[config.mk]
export PLATFORM = sky130hd
export DESIGN_NAME = extbus_responder
export DESIGN_NICKNAME = d
export VERILOG_FILES = /design/src/rtl/extbus_responder.sv
export SDC_FILE = /design/constraint.sdc
export NUM_CORES = 1
export LEC_CHECK = 0
export ABC_CLOCK_PERIOD_IN_PS = 2100
export CAP_MARGIN = 40
export CORE_ASPECT_RATIO = 0.8
export CORE_UTILIZATION = 50
export DETAILED_ROUTE_END_ITERATION = 10
export PLACE_DENSITY = 0.79
export SYNTH_ARGS = -nofsm -noshare
export SYNTH_HDL_FRONTEND = slang
export SYNTH_SLANG_ARGS = --single-unit
[constraint.sdc]
create_clock -name clk -period 2.1 [get_ports clk]
set_input_delay 0.42 -clock clk [delete_from_list [all_inputs] [get_ports clk]]
set_output_delay 0.42 -clock clk [all_outputs]
set_load 0.005 [all_outputs]
[src/rtl/extbus_responder.sv]
// extbus_responder: synchronises the async host bus and turns accesses into single-cycle register strobes
module extbus_responder #(
  parameter int SYNC_STAGES = 2
) (
  input  logic       clk,
  input  logic       rst,
  input  logic       extbus_cs_n,
  input  logic       extbus_rd_n,
  input  logic       extbus_wr_n,
  input  logic [4:0] extbus_a,
  input  logic [7:0] extbus_d_in,
  output logic [7:0] extbus_d_out,
  output logic       extbus_d_oe,
  output logic [4:0] reg_wr_addr,
  output logic [7:0] reg_wr_data,
  output logic       reg_write,
  output logic [4:0] reg_rd_addr,
  input  logic [7:0] reg_rd_data,
  output logic       reg_read_done,
  output logic [4:0] reg_rd_done_addr
);
  // Packed sample {cs_n, rd_n, wr_n, a[4:0], d[7:0]}; idle value has all strobes inactive.
  localparam logic [15:0] IDLE = 16'hE000;
  logic [15:0] sync [SYNC_STAGES];
  logic [SYNC_STAGES-1:0] vld;
  logic wr_act, rd_act, wr_act_q, rd_act_q, armed, wr_fall, rd_fall;
  logic [4:0] wr_hold_a, rd_hold_a;
  logic [7:0] wr_hold_d;
  assign wr_act = !sync[SYNC_STAGES-1][15] && !sync[SYNC_STAGES-1][13];
  assign rd_act = !sync[SYNC_STAGES-1][15] && !sync[SYNC_STAGES-1][14] && !wr_act;
  assign wr_fall = armed && wr_act_q && !wr_act;
  assign rd_fall = armed && rd_act_q && !rd_act;
  assign reg_rd_addr = sync[0][12:8];
  assign extbus_d_oe = !extbus_cs_n && !extbus_rd_n && extbus_wr_n;
  // Shared synchroniser for strobes and payload so they stay cycle-aligned; vld marks real pad samples.
  always_ff @(posedge clk) begin
    if (rst) begin
      for (int i = 0; i < SYNC_STAGES; i++) sync[i] <= IDLE;
      vld <= '0;
    end else begin
      sync[0] <= {extbus_cs_n, extbus_rd_n, extbus_wr_n, extbus_a, extbus_d_in};
      for (int i = 1; i < SYNC_STAGES; i++) sync[i] <= sync[i-1];
      vld <= {vld[SYNC_STAGES-2:0], 1'b1};
    end
  end
  // Arm only on an idle sample that came from the pads, so an access spanning reset never fires.
  always_ff @(posedge clk) begin
    if (rst) begin
      armed     <= 1'b0;
      wr_act_q  <= 1'b0;
      rd_act_q  <= 1'b0;
      wr_hold_a <= '0;
      wr_hold_d <= '0;
      rd_hold_a <= '0;
    end else begin
      armed    <= armed || (vld[SYNC_STAGES-1] && !wr_act && !rd_act);
      wr_act_q <= wr_act;
      rd_act_q <= rd_act;
      if (wr_act) begin
        wr_hold_a <= sync[SYNC_STAGES-1][12:8];
        wr_hold_d <= sync[SYNC_STAGES-1][7:0];
      end
      if (rd_act) rd_hold_a <= sync[SYNC_STAGES-1][12:8];
    end
  end
  // One-cycle completion strobes on the falling edge of each active condition.
  always_ff @(posedge clk) begin
    if (rst) begin
      reg_write        <= 1'b0;
      reg_wr_addr      <= '0;
      reg_wr_data      <= '0;
      reg_read_done    <= 1'b0;
      reg_rd_done_addr <= '0;
    end else begin
      reg_write     <= wr_fall;
      reg_read_done <= rd_fall;
      if (wr_fall) begin
        reg_wr_addr <= wr_hold_a;
        reg_wr_data <= wr_hold_d;
      end
      if (rd_fall) reg_rd_done_addr <= rd_hold_a;
    end
  end
  // Track register-file read data while the first-stage sample shows a read in progress.
  always_ff @(posedge clk) begin
    if (rst) extbus_d_out <= '0;
    else if (!sync[0][15] && !sync[0][14]) extbus_d_out <= reg_rd_data;
  end
endmodule

Yosys cells after proc, flatten, opt, wreduce, memory -nomap -nowiden
Memories as Yosys holds them, arrays and structs flattened.
Cells that the tools add are included.
Cells by class
  mux-type cells: 6
  bitwise logic cells: 2
  reduce and logical (&&, ||, !) cells: 22
Operators with widths (count)
  $mux 16: 2
  $logic_and 1x1->1: 12
  $logic_not 1->1: 9
  $mux 1: 4
  $or 1x1->1: 2
  $logic_or 1x1->1: 1
Storage, ports and cells
  register bits after elaboration: 51
  RAM bits: 32
  bits of input ports: 26
  output and inout port bits: 34
  word-level logic and storage cells: 45
  memories kept: 1
Memories
  sync: depth 2, width 16, read ports 2, clocked after memory_dff 0, write ports 2, line 24  | logic [15:0] sync [SYNC_STAGES];

Logic depth before layout (Yosys ltp)
An unclocked memory read counts as a cell.
  depth in word-level cells: 8
  depth in mapped cells: 5
  gate-level depth less buffers: 3

Worst setup path after synthesis
OpenSTA, ideal clock, no wires.
  kind: reg2reg
  from: memory sync[1][13], in the netlist sync[0][29]
  to: register reg_read_done
  library setup time: 0.116 ns
  data arrival time: 1.312 ns
  required time: 1.984 ns
  setup slack: 0.672 ns
  cell stages (with the launch flop): 6
  clock period less this slack: 1.428 ns
  path through: dfxtp_1 -> or3b_1 -> buf_6 -> and3_4 -> buf_6 -> and2_2
RTL lines
  start: declaration: line 24
  end signal: assignment: line 76  | reg_read_done <= rd_fall;
  end: declaration: line 19  | output logic reg_read_done,

Final worst setup path
  from: input port extbus_wr_n
  to: output port extbus_d_oe
Between the ends
  longest elaborated chain between the ends: 1
Ends and longest elaborated chain
  start: declaration: line 9  | input logic extbus_wr_n,
  $logic_and 1x1->1: line 34  | assign extbus_d_oe = !extbus_cs_n && !extbus_rd_n && extbus_wr_n;
  end: declaration: line 13  | output logic extbus_d_oe,
No other way between the ends.

==> run_results.csv <==
group,metric,value,unit
pwr,power.density_cell_area,817,nW/um^2
layout,final_layout_size_suffix_gt1_frac,0.0856,
synth,ys_seq_area_frac,0.620,
worst_hold_path,whs_endpoint,"sync[0][29]",
critical_path,worst-path-max-fanout,2,
layout,final.fill_count,426,
die,floorplan.rows,23,
timing,final_min_period_over_clock_period,0.963,
layout,multi_input_comb_area,898,um^2
synth,post_synth.cell_area_avg,9.86,um^2
clocking,path_clk_slew,70,ps
critical_path,arrival,1600,ps
outcome,failed_checks,"design-rule violations",
clocking,cts_made_buffers,9,
worst_hold_path,timing.hold.worst.start,"sync[0][13]",
placement,placed_cells,374,
drt,number_of_antenna_violating_nets_in_the_routed_design,0,
pwr,peakVddDrop,556,uV
critical_path,worstSetupPathType,"in2out",
clocking,tritoncts_clock_tree,"done",
clocking,clock_path_buffers,2,
drt,routed_wire_length_per_instance,11.9,um
timing,finalCriticalPeriod,2020,ps
die,ios,60,
critical_path,worst_path_max_delay_cell,"clkdlybuf4s50_1",
critical_path,worst_setup_path_end_kind,"output pin",
die,core,5090,um^2
synth,synth_warnings,0,
die,area_of_the_die,5660,um^2
outcome,run_status,"finished, violations left",
clocking,cts_hold_buf,0,
timing,final_hold_violation_count,0,
clocking,cts_root_buffer,"clkbuf_8",
synth,distinct_cell_type_count_of_the_synthesized_netlist,20,
timing,max_slew_margin,0.509,
drt,drc_errors,6,
synth,syn-instance-count,272,
critical_path,most_frequent_cell_on_the_critical_path,"clkdlybuf4s50_1",
clocking,post_cts.resized_instances,0,
timing,pin_slew_with_the_least_headroom_to_its_limit,734,ps
placement,numPortBuffers,59,
synth,post_syn_nets,298,
timing,final_max_slew_viol_count,0,
drt,firstDrtPassIters,7,
critical_path,setup.reg_to_reg.worst_slack,650,ps
drt,via_per_inst,4.71,
critical_path,critical_path.max_stage_delay,540,ps
drt,detail_route.wirelength,4.62,mm
synth,total_of_flip_flops_plus_latches_after_synthesis,83,
global_route,grt_overflow_total,0,
die,die_boundary_height,67.5,um
critical_path,worst-endpoint-required,1680,ps
placement,place_hpwl,3.17,mm
global_route,grt_usage,0.179,
run,max-cap-violations,0,
clocking,worst_skew_pair.late_latency,350,ps
global_route,antenna_found_initial,0,
layout,area.growth.synth_to_final,28.0,%
layout,n_antenna_cell,0,
critical_path,rr_worst_depth,3,
timing,fmaxAchievable,0.494,GHz
clocking,cts_htree_levels,3,
drt,detailroute.via_count,1833,
clocking,cts_num_sinks,83,
worst_hold_path,holdPathStages,1,
layout,post_layout_nonfiller_instances,389,
timing,report.final.setup_viol,0,
layout,layout.cells.most_common_list,"dfxtp_1, clkdlybuf4s50_1, nand2_1",
critical_path,worstReg2RegStart,"sync[0][29]",
worst_hold_path,worstHoldPathType,"reg2reg",
timing,rsz0062_at_grt,"false",
synth,synth.cell_area,2680,um^2
layout,design.final.nets,349,
global_route,grt_start_max_net_pins,43,
die,start_util,0.526,
critical_path,worstReg2RegEnd,"reg_read_done",
timing,setup_total_neg_slack,0,ps
critical_path,path_cells,"clkdlybuf4s50_1, nor3b_1, clkdlybuf4s50_1",
layout,layout_commonest_cell,"dfxtp_1",
critical_path,crit_path_start_kind,"primary input",
placement,gp_routability_congestion,0.765,
global_route,grt_pass1_wl,7.62,mm
die,die-width,83.9,um
timing,fin_skew,5.71,ps
layout,ff_latch_area,1660,um^2
clocking,cts_setup_buffers,0,
drt,dr.first_iter.drc_count,107,
pwr,leakage,1.32,nW
global_route,first_global_vias,1625,
[stage by stage]
step	power, mW	instance area (um^2)	setup slack, ps	util	hold WS (ps)
floorplan	1.72	2680	672	-	389
global placement	1.79	3250	107	0.638	415
detailed placement	1.79	3250	71.8	0.638	407
CTS	2.83	3430	71.8	0.674	427
global route	2.93	3430	10.0	0.674	446
finish	2.81	3430	76.7	0.674	423
[flip-flops by register name, indices dropped and copies added, names as in the netlist, 5 cells and up]
register and flops:
reg_wr_addr 5, wr_hold_d 8, reg_wr_data 8, wr_hold_a 5
reg_rd_done_addr 5, sync 32, rd_hold_a 5, extbus_d_out 8
[how the worst max path moves through the flow]
stage	from	end	slack, ps	cells after the start
detailed placement	extbus_wr_n	extbus_d_oe	70	3
global route	extbus_wr_n	extbus_d_oe	10	3
global placement	extbus_wr_n	extbus_d_oe	110	3
finish	extbus_wr_n	extbus_d_oe	80	3
CTS	extbus_wr_n	extbus_d_oe	70	3
floorplan	sync[0][29]	reg_read_done	670	5
[cell families after synthesis]
group	synth area share
AND/OR/NAND/NOR	0.197
multiplexers	0.0672
buffers and inverters	0.0453
flip-flops	0.620
AO/OA/AOI/OAI	0.0705
[per-layer routing]
| metal | GRT usage | wire length (um) | up-vias |
|---|---|---|---|
| met5 | 0 | 0 | - |
| met4 | 0.0711 | 59 | 0 |
| met3 | 0.0782 | 235 | 7 |
| met2 | 0.261 | 2020 | 40 |
| met1 | 0.233 | 2300 | 821 |
| li1 | - | - | 965 |
[critical path, delay by kind of cell]
kind / cells / cell delay (ps)
AND/OR/NAND/NOR: 1 / 180
buffers and inverters: 2 / 1000
[cell usage after synthesis]
cell type	instances	area, um^2
dfxtp_1	83	1660
a21oi_1	26	130
o211ai_2	1	12.5
nor3b_1	2	15.0
and2_2	1	7.51
buf_1	2	7.51
nor2b_1	27	169
o21ai_0	8	40.0
clkbuf_1	12	45.0
and3_4	1	11.3
or3b_1	1	8.76
nor2_1	19	71.3
a31oi_1	1	6.26
inv_1	1	3.75
nand2_1	54	203
buf_4	5	37.5
buf_2	1	5.00
or2_2	7	43.8
buf_6	2	22.5
mux2i_1	18	180
[cell type report]
| type | instances | share of cell area |
|---|---|---|
| Clock inverter | 5 | 0.0160 |
| Clock buffer | 10 | 0.0372 |
| Timing Repair Buffer | 62 | 0.177 |
| Tap cell | 62 | 0.0226 |
| Multi-Input combinational cell | 166 | 0.262 |
| Sequential cell | 83 | 0.484 |
| Inverter | 1 | 0.00109 |
[power by group]
part	internal [mW]	total [mW]	leakage, nW	switching [mW]
Clock	0.538	1.05	0.0881	0.515
Combinational	0.0771	0.123	0.556	0.0459
Sequential	1.61	1.63	0.677	0.0201
(Power assumes the default switching activity.)
